**config.mk**
```make
export PLATFORM = sky130hd
export DESIGN_NAME = usb_bulk_uart_ep_flat
export DESIGN_NICKNAME = d
export VERILOG_FILES = /design/src/rtl/usb_bulk_uart_ep_if.sv /design/src/rtl/usb_bulk_uart_ep.sv /design/src/flat_wrapper.sv
export SDC_FILE = /design/constraint.sdc
export NUM_CORES = 1
export LEC_CHECK = 0
export BUFFER_PORTS_ARGS = -buffer_cell sky130_fd_sc_hd__buf_2
export CORE_AREA = 2 2 89 83
export DETAILED_ROUTE_END_ITERATION = 8
export DIE_AREA = 0 0 91 85
export GPL_TIMING_DRIVEN = 0
export PLACE_DENSITY_LB_ADDON = 0.12
export SYNTH_ARGS = -nofsm -noshare
export SYNTH_HDL_FRONTEND = slang
export SYNTH_SLANG_ARGS = --single-unit
export TNS_END_PERCENT = 10
```
**constraint.sdc**
```tcl
create_clock -name clk -period 1.9 [get_ports clk]
set_input_delay 0.285 -clock clk [delete_from_list [all_inputs] [get_ports clk]]
set_output_delay 0.285 -clock clk [all_outputs]
set_load 0.05 [all_outputs]
```
**src/rtl/usb_bulk_uart_ep_if.sv**
```systemverilog
`default_nettype none
// ============================================================================
// Module      : usb_bulk_uart_ep_if
// Description : Signal bundle between the bulk UART endpoint bridge, the
//               protocol engine's bulk OUT/IN endpoint slots and the UART
//               byte-stream pipelines.
//               master : the endpoint bridge (drives req/get/put/done, the
//                        UART OUT stream and the UART IN ready)
//               slave  : protocol engine + UART pipelines
// Ports       : out_ep_*  bulk OUT endpoint buffer access (host -> device)
//               in_ep_*   bulk IN endpoint buffer access (device -> host)
//               uart_in_* stream toward the host (valid/ready)
//               uart_out_* stream from the host (valid/ready)
// Revision    : 1.0 - initial release
// ============================================================================
interface usb_bulk_uart_ep_if;
    // OUT endpoint
    logic       out_ep_req;
    logic       out_ep_grant;
    logic       out_ep_data_avail;
    logic       out_ep_setup;
    logic       out_ep_data_get;
    logic [7:0] out_ep_data;
    logic       out_ep_stall;
    logic       out_ep_acked;
    // IN endpoint
    logic       in_ep_req;
    logic       in_ep_grant;
    logic       in_ep_data_free;
    logic       in_ep_data_put;
    logic [7:0] in_ep_data;
    logic       in_ep_data_done;
    logic       in_ep_stall;
    logic       in_ep_acked;
    // UART streams
    logic [7:0] uart_in_data;
    logic       uart_in_valid;
    logic       uart_in_ready;
    logic [7:0] uart_out_data;
    logic       uart_out_valid;
    logic       uart_out_ready;

    modport master (
        output out_ep_req, out_ep_data_get, out_ep_stall,
        input  out_ep_grant, out_ep_data_avail, out_ep_setup, out_ep_data, out_ep_acked,
        output in_ep_req, in_ep_data_put, in_ep_data, in_ep_data_done, in_ep_stall,
        input  in_ep_grant, in_ep_data_free, in_ep_acked,
        input  uart_in_data, uart_in_valid,
        output uart_in_ready,
        output uart_out_data, uart_out_valid,
        input  uart_out_ready
    );

    modport slave (
        input  out_ep_req, out_ep_data_get, out_ep_stall,
        output out_ep_grant, out_ep_data_avail, out_ep_setup, out_ep_data, out_ep_acked,
        input  in_ep_req, in_ep_data_put, in_ep_data, in_ep_data_done, in_ep_stall,
        output in_ep_grant, in_ep_data_free, in_ep_acked,
        output uart_in_data, uart_in_valid,
        input  uart_in_ready,
        input  uart_out_data, uart_out_valid,
        output uart_out_ready
    );
endinterface
`default_nettype wire

```
**src/rtl/usb_bulk_uart_ep.sv**
```systemverilog
`default_nettype none
// ============================================================================
// Module      : usb_bulk_uart_ep
// Description : Bulk endpoint bridge for the USB serial core. The OUT path
//               reads host bytes from the bulk OUT buffer one at a time and
//               offers them as a valid/ready stream. The IN path packs the
//               incoming stream into IN packets, closing a packet when it
//               holds MAX_PACKET bytes or when no byte has arrived for
//               FLUSH_CYCLES clocks.
// Ports       : clk   - 48 MHz system clock
//               reset - synchronous active-high reset
//               bus   - endpoint/stream bundle (master side)
// Parameters  : MAX_PACKET   - IN packet byte limit (1..64)
//               FLUSH_CYCLES - idle clocks before a short packet closes (>=2)
// Revision    : 1.0 - initial release
// ============================================================================
module usb_bulk_uart_ep #(
    parameter int MAX_PACKET   = 32,
    parameter int FLUSH_CYCLES = 48000
) (
    input  logic               clk,
    input  logic               reset,
    usb_bulk_uart_ep_if.master bus
);

    localparam int c_CNT_W = $clog2(MAX_PACKET + 1);
    localparam int c_TMR_W = $clog2(FLUSH_CYCLES);
    localparam logic [c_CNT_W-1:0] c_CNT_LAST = c_CNT_W'(MAX_PACKET - 1);
    localparam logic [c_TMR_W-1:0] c_TMR_LAST = c_TMR_W'(FLUSH_CYCLES - 1);

    // ------------------------------------------------------------------
    // OUT path: endpoint buffer -> uart_out stream
    // ------------------------------------------------------------------
    typedef enum logic [1:0] {
        O_IDLE = 2'd0,
        O_GET  = 2'd1,
        O_WAIT = 2'd2
    } out_state_t;

    out_state_t out_state_q, out_state_d;
    logic       out_valid_q, out_valid_d;
    logic [7:0] out_data_q,  out_data_d;
    logic       w_out_get;

    always_ff @(posedge clk) begin
        if (reset) begin
            out_state_q <= O_IDLE;
            out_valid_q <= 1'b0;
            out_data_q  <= 8'h00;
        end else begin
            out_state_q <= out_state_d;
            out_valid_q <= out_valid_d;
            out_data_q  <= out_data_d;
        end
    end

    always_comb begin
        out_state_d = out_state_q;
        out_valid_d = out_valid_q;
        out_data_d  = out_data_q;
        w_out_get   = 1'b0;

        // Held byte leaves on the consumer handshake.
        if (out_valid_q && bus.uart_out_ready) begin
            out_valid_d = 1'b0;
        end

        case (out_state_q)
            O_IDLE: begin
                if (bus.out_ep_data_avail) begin
                    out_state_d = O_GET;
                end
            end
            O_GET: begin
                if (!bus.out_ep_data_avail) begin
                    out_state_d = O_IDLE;
                end else if (bus.out_ep_grant && (!out_valid_q || bus.uart_out_ready)) begin
                    // Only fetch when the holding register is free or emptying now.
                    w_out_get   = 1'b1;
                    out_state_d = O_WAIT;
                end
            end
            O_WAIT: begin
                // Byte returned by the buffer this cycle; keep it only if the
                // consumer does not take it right away.
                out_data_d  = bus.out_ep_data;
                out_valid_d = !bus.uart_out_ready;
                out_state_d = bus.out_ep_data_avail ? O_GET : O_IDLE;
            end
            default: begin
                out_state_d = O_IDLE;
            end
        endcase
    end

    assign bus.out_ep_req      = (out_state_q != O_IDLE);
    assign bus.out_ep_data_get = w_out_get;
    assign bus.out_ep_stall    = 1'b0;
    // In O_WAIT the fetched byte is forwarded straight from the buffer so it
    // reaches the consumer the cycle after the get; the holding register
    // cannot be occupied then because the get required it to be draining.
    assign bus.uart_out_valid  = out_valid_q | (out_state_q == O_WAIT);
    assign bus.uart_out_data   = (out_state_q == O_WAIT) ? bus.out_ep_data : out_data_q;

    // ------------------------------------------------------------------
    // IN path: uart_in stream -> endpoint buffer, packetised
    // ------------------------------------------------------------------
    typedef enum logic [1:0] {
        I_IDLE = 2'd0,
        I_FILL = 2'd1,
        I_DONE = 2'd2,
        I_ACK  = 2'd3
    } in_state_t;

    in_state_t          in_state_q, in_state_d;
    logic [c_CNT_W-1:0] in_cnt_q,   in_cnt_d;
    logic [c_TMR_W-1:0] in_tmr_q,   in_tmr_d;
    logic               w_in_ready;
    logic               w_in_hs;
    logic               w_in_done;

    always_ff @(posedge clk) begin
        if (reset) begin
            in_state_q <= I_IDLE;
            in_cnt_q   <= '0;
            in_tmr_q   <= '0;
        end else begin
            in_state_q <= in_state_d;
            in_cnt_q   <= in_cnt_d;
            in_tmr_q   <= in_tmr_d;
        end
    end

    always_comb begin
        in_state_d = in_state_q;
        in_cnt_d   = in_cnt_q;
        in_tmr_d   = in_tmr_q;
        w_in_ready = 1'b0;
        w_in_hs    = 1'b0;
        w_in_done  = 1'b0;

        case (in_state_q)
            I_IDLE: begin
                in_cnt_d = '0;
                in_tmr_d = '0;
                if (bus.uart_in_valid) begin
                    in_state_d = I_FILL;
                end
            end
            I_FILL: begin
                w_in_ready = bus.in_ep_grant && bus.in_ep_data_free;
                w_in_hs    = w_in_ready && bus.uart_in_valid;
                if (w_in_hs) begin
                    in_cnt_d = in_cnt_q + 1'b1;
                    in_tmr_d = '0;
                    if (in_cnt_q == c_CNT_LAST) begin
                        in_state_d = I_DONE;
                    end
                end else begin
                    // Idle timer runs even without grant; it saturates so a
                    // long stall cannot wrap it back below the flush point.
                    if (in_tmr_q != c_TMR_LAST) begin
                        in_tmr_d = in_tmr_q + 1'b1;
                    end
                    if ((in_cnt_q != '0) && (in_tmr_q == c_TMR_LAST)) begin
                        in_state_d = I_DONE;
                    end
                end
            end
            I_DONE: begin
                // Packet close is only signalled while we own the buffer.
                w_in_done = bus.in_ep_grant;
                if (bus.in_ep_grant) begin
                    in_state_d = I_ACK;
                end
            end
            I_ACK: begin
                if (bus.in_ep_acked) begin
                    in_state_d = I_IDLE;
                end
            end
            default: begin
                in_state_d = I_IDLE;
            end
        endcase
    end

    assign bus.in_ep_req       = (in_state_q != I_IDLE);
    assign bus.in_ep_data_put  = w_in_hs;
    assign bus.in_ep_data      = w_in_hs ? bus.uart_in_data : 8'h00;
    assign bus.in_ep_data_done = w_in_done;
    assign bus.in_ep_stall     = 1'b0;
    assign bus.uart_in_ready   = w_in_ready;

    // SETUP and OUT-ack carry no meaning for a bulk data endpoint.
    logic w_unused;
    assign w_unused = &{1'b0, bus.out_ep_setup, bus.out_ep_acked};

endmodule
`default_nettype wire

```
**src/flat_wrapper.sv**
```systemverilog
// flat-port wrapper written by rule: the top's interface ports become plain ports
module usb_bulk_uart_ep_flat 
#(
    parameter int MAX_PACKET   = 32,
    parameter int FLUSH_CYCLES = 48000
)
  (clk, reset, bus_out_ep_req, bus_out_ep_data_get, bus_out_ep_stall, bus_out_ep_grant, bus_out_ep_data_avail, bus_out_ep_setup, bus_out_ep_data, bus_out_ep_acked, bus_in_ep_req, bus_in_ep_data_put, bus_in_ep_data, bus_in_ep_data_done, bus_in_ep_stall, bus_in_ep_grant, bus_in_ep_data_free, bus_in_ep_acked, bus_uart_in_data, bus_uart_in_valid, bus_uart_in_ready, bus_uart_out_data, bus_uart_out_valid, bus_uart_out_ready);
  usb_bulk_uart_ep_if bus_i ();
  input  logic clk;
  input  logic reset;
  output wire logic [$bits(bus_i.out_ep_req)-1:0] bus_out_ep_req;
  output wire logic [$bits(bus_i.out_ep_data_get)-1:0] bus_out_ep_data_get;
  output wire logic [$bits(bus_i.out_ep_stall)-1:0] bus_out_ep_stall;
  input wire logic [$bits(bus_i.out_ep_grant)-1:0] bus_out_ep_grant;
  input wire logic [$bits(bus_i.out_ep_data_avail)-1:0] bus_out_ep_data_avail;
  input wire logic [$bits(bus_i.out_ep_setup)-1:0] bus_out_ep_setup;
  input wire logic [$bits(bus_i.out_ep_data)-1:0] bus_out_ep_data;
  input wire logic [$bits(bus_i.out_ep_acked)-1:0] bus_out_ep_acked;
  output wire logic [$bits(bus_i.in_ep_req)-1:0] bus_in_ep_req;
  output wire logic [$bits(bus_i.in_ep_data_put)-1:0] bus_in_ep_data_put;
  output wire logic [$bits(bus_i.in_ep_data)-1:0] bus_in_ep_data;
  output wire logic [$bits(bus_i.in_ep_data_done)-1:0] bus_in_ep_data_done;
  output wire logic [$bits(bus_i.in_ep_stall)-1:0] bus_in_ep_stall;
  input wire logic [$bits(bus_i.in_ep_grant)-1:0] bus_in_ep_grant;
  input wire logic [$bits(bus_i.in_ep_data_free)-1:0] bus_in_ep_data_free;
  input wire logic [$bits(bus_i.in_ep_acked)-1:0] bus_in_ep_acked;
  input wire logic [$bits(bus_i.uart_in_data)-1:0] bus_uart_in_data;
  input wire logic [$bits(bus_i.uart_in_valid)-1:0] bus_uart_in_valid;
  output wire logic [$bits(bus_i.uart_in_ready)-1:0] bus_uart_in_ready;
  output wire logic [$bits(bus_i.uart_out_data)-1:0] bus_uart_out_data;
  output wire logic [$bits(bus_i.uart_out_valid)-1:0] bus_uart_out_valid;
  input wire logic [$bits(bus_i.uart_out_ready)-1:0] bus_uart_out_ready;
  assign bus_out_ep_req = bus_i.out_ep_req;
  assign bus_out_ep_data_get = bus_i.out_ep_data_get;
  assign bus_out_ep_stall = bus_i.out_ep_stall;
  assign bus_i.out_ep_grant = bus_out_ep_grant;
  assign bus_i.out_ep_data_avail = bus_out_ep_data_avail;
  assign bus_i.out_ep_setup = bus_out_ep_setup;
  assign bus_i.out_ep_data = bus_out_ep_data;
  assign bus_i.out_ep_acked = bus_out_ep_acked;
  assign bus_in_ep_req = bus_i.in_ep_req;
  assign bus_in_ep_data_put = bus_i.in_ep_data_put;
  assign bus_in_ep_data = bus_i.in_ep_data;
  assign bus_in_ep_data_done = bus_i.in_ep_data_done;
  assign bus_in_ep_stall = bus_i.in_ep_stall;
  assign bus_i.in_ep_grant = bus_in_ep_grant;
  assign bus_i.in_ep_data_free = bus_in_ep_data_free;
  assign bus_i.in_ep_acked = bus_in_ep_acked;
  assign bus_i.uart_in_data = bus_uart_in_data;
  assign bus_i.uart_in_valid = bus_uart_in_valid;
  assign bus_uart_in_ready = bus_i.uart_in_ready;
  assign bus_uart_out_data = bus_i.uart_out_data;
  assign bus_uart_out_valid = bus_i.uart_out_valid;
  assign bus_i.uart_out_ready = bus_uart_out_ready;
  usb_bulk_uart_ep #(.MAX_PACKET(MAX_PACKET), .FLUSH_CYCLES(FLUSH_CYCLES)) u_core (.clk(clk), .reset(reset), .bus(bus_i));
endmodule
```
==> metrics <==
global-route wire length before repair 8480 um; gr usage total 0.1333; Synth Instances 235; crit path kind flip-flop to flip-flop; GP Congestion 0.8230; Critical Path Source Type flip-flop; path depth of the worst reg2reg path 6; power per cell area ~900 nW/um2; CP Max Fanout 6; clock transition at the registers of the reported paths 0.07 ns; Distinct cells, synth 49; CTS tree built; CTS root buf clkbuf_8; outcome finished, final reports clean; Main synth FF type dfxtp_1; IO Pins 52; width of the chip 91 um; largest net degree at the start of global routing 12; Slew Limit Fails 0; H-tree levels 2; fin crit period 1.881 ns; setup ws final 0.01896 ns; synthesized flop and latch total 35; Die Ht 85 um; CP Data Arrival Time between 2 and 2.5 ns; share of cells above drive strength 1 0.3503; I/O Buffers 47; final antenna-violating net count 0; dpl ws -0.2514 ns; TritonRoute pass-1 iters 4; vias 1881; worst hold-check path type primary input to flip-flop; YS warnings 0; Placed Instances roughly 380; area of the core 6822 um2; grt ovf 0; Max-Cap Viols 0; Starting Density 0.2900; hpwl dp approximately 3500 um; Post-synth EDFFs 0; FF-to-FF setup slack roughly 0.019 ns; aggregate routed wire length 4999 um; Hold Path Sink u_core.out_valid_q; unrepaired setup endpoints after global routing true; Final nets 328; Post-Syn Area per Cell around 8.4 um2; Hold Slack 0.1593 ns; Worst Skew 0.007866 ns; DRT iter0 DRCs 85; number of clock sinks 35; vias in the first global route 1762; DR vias/cell 4.860; num rows 29; Worst EP required ~2.1 ns; worst vdd ir 340.4 uV; worst hold path stage count 2; clock latency on the worst-skew pair 0.29 ns; fill count 742; reg2reg end u_core.in_state_q[0]; antenna violations before repair 0; power consumption 2.420 mW; post-synthesis sequential area ratio 0.3542; Post-Syn Area 1978 um2; Total Die Area just under 8000 um2; final cell count without fillers 387; antenna cell count 0; routed len/inst 12.92 um; async set or reset register ratio after synthesis 0; final setup vio count 0; fmax ~530 MHz; Lkg Pwr 1.103 nW; total CTS buffers 5; fin crit share 0.9900; Post-CTS Hold Fix Bufs 0; Setup crit end kind flip-flop; R2R Path Start u_core.in_tmr_q[1]; Syn-to-layout area delta 33.14%; Residual DRC 0; number of hold violations in the final report 0; Clock Path Buffers 2; hold path start bus_uart_out_ready
state kept, by name, indices dropped and copies added, names as in the netlist:
signal,cells
u_core.in_tmr_q,16
u_core.out_data_q,8
u_core.in_cnt_q,6
u_core.in_state_q,2
u_core.out_state_q,2
u_core.out_valid_q,1
kinds of logic (layout without fill, tap and decap cells):
| family | Yosys count | count (layout) | synth area share |
|---|---|---|---|
| other cells | 1 | 2 | 0.001896 |
| simple gates | 105 | 105 | 0.3004 |
| fa+ha+maj | 8 | 8 | 0.05060 |
| mux | 8 | 8 | 0.04554 |
| buf+inv | 21 | 79 | 0.05566 |
| compound gates | 57 | 57 | 0.1917 |
| flops | 35 | 35 | 0.3542 |
layout by cell type (no fill, tap or decap), types with 3 or more instances in the layout:
cell type,count
nand3_1,11
nor4_2,3
o31ai_1,4
buf_4,10
nor2b_1,9
a21oi_1,8
a21o_1,3
dfxtp_2,5
or2_2,4
a311oi_1,4
clkbuf_8,6
mux2_2,8
dfxtp_1,30
and3_1,13
nand4_1,4
nor3_1,4
nand2_1,24
buf_6,9
inv_1,7
nor2_1,12
ha_1,6
buf_2,38
o21ai_0,20
timing repair:
| item | CTS | global route |
|---|---|---|
| setup buffers | 0 | 3 |
| gates resized for setup | 21 | 30 |
| endpoints found under the setup margin | 33 | 34 |
| cloned | 0 | 0 |
| pin swaps | 1 | 1 |
routing by layer:
metal / share of wire / wire length, um / up-vias / track usage
met5: 0 / 0 / - / 0
met4: 0.0096 / 48 / 0 / 0.04408
met3: 0.048 / 242 / 5 / 0.03464
met2: 0.45 / 2253 / 42 / 0.2034
met1: 0.49 / 2455 / 864 / 0.1839
li1: - / - / 970 / -
worst max path at each step:
stage                              start                    to  slack [ns]
finish                u_core.in_tmr_q[1]  u_core.in_state_q[0]        0.02
global route          u_core.in_tmr_q[1]   u_core.in_tmr_q[14]       -0.07
CTS                   u_core.in_tmr_q[0]  u_core.in_state_q[0]      -0.003
detailed placement  u_core.in_state_q[1]    u_core.in_tmr_q[5]       -0.25
global placement    u_core.in_state_q[1]    u_core.in_tmr_q[5]       -0.25
floorplan           u_core.in_state_q[0]  u_core.in_state_q[1]        0.04
final cells by class:
class / count / area, um2 / share of cell area
clock inverters: 2 / 60.06 / 0.02280
multi-input cells: 180 / 1236 / 0.4694
plain buffers: 11 / 87.58 / 0.03325
well taps: 93 / 116.4 / 0.04418
flip-flops and latches: 35 / 706.9 / 0.2684
inverters: 10 / 41.29 / 0.01568
repair buffers: 50 / 312.8 / 0.1188
clock buffers: 6 / 72.57 / 0.02755
per-stage QoR:
step | util | instance area (um2) | setup TNS (ns)
floorplan | - | 1986 | 0
global placement | 0.3426 | 2337 | -2.128
detailed placement | 0.3426 | 2337 | -2.125
CTS | 0.3701 | 2525 | -0.007210
global route | 0.3861 | 2634 | -0.4854
finish | 0.3861 | 2634 | 0
worst max-delay path: stages, from the launching register on:
cell	delay (ns)
dfxtp_1	0.43
ha_4	0.19
nand3_4	0.14
nor4_4	0.37
nand3_2	0.16
a2111oi_2	0.37
a211oi_1	0.09
where the power goes:
part           leakage [nW]  switching, mW  internal, mW
clock                0.0654          0.277         0.525
combinational         0.752          0.506         0.318
sequential            0.285         0.0288         0.765
synthesized netlist by cell type, types with 2 or more instances:
| cell type | n | area (um2) |
|---|---|---|
| mux2_2 | 8 | 90.09 |
| a31oi_1 | 2 | 12.51 |
| a21o_1 | 3 | 22.52 |
| a21boi_0 | 2 | 15.01 |
| nor3_1 | 4 | 20.02 |
| nor2b_1 | 10 | 62.56 |
| nor2_1 | 13 | 48.80 |
| nand2b_1 | 2 | 12.51 |
| a21oi_1 | 8 | 40.04 |
| and3_1 | 13 | 81.33 |
| inv_1 | 10 | 37.54 |
| nand4b_1 | 2 | 17.52 |
| o21ai_0 | 21 | 105.1 |
| clkbuf_1 | 4 | 15.01 |
| o311ai_0 | 2 | 17.52 |
| o31ai_1 | 4 | 30.03 |
| nand4_1 | 4 | 25.02 |
| a311oi_1 | 4 | 35.03 |
| nor3b_1 | 2 | 15.01 |
| or2_2 | 4 | 25.02 |
| buf_4 | 4 | 30.03 |
| a41oi_1 | 2 | 17.52 |
| nor4_1 | 5 | 31.28 |
| nand3_1 | 11 | 55.05 |
| ha_1 | 8 | 100.1 |
| nand2_1 | 26 | 97.59 |
| dfxtp_1 | 35 | 700.7 |
Power figures use the tool's default switching activity.
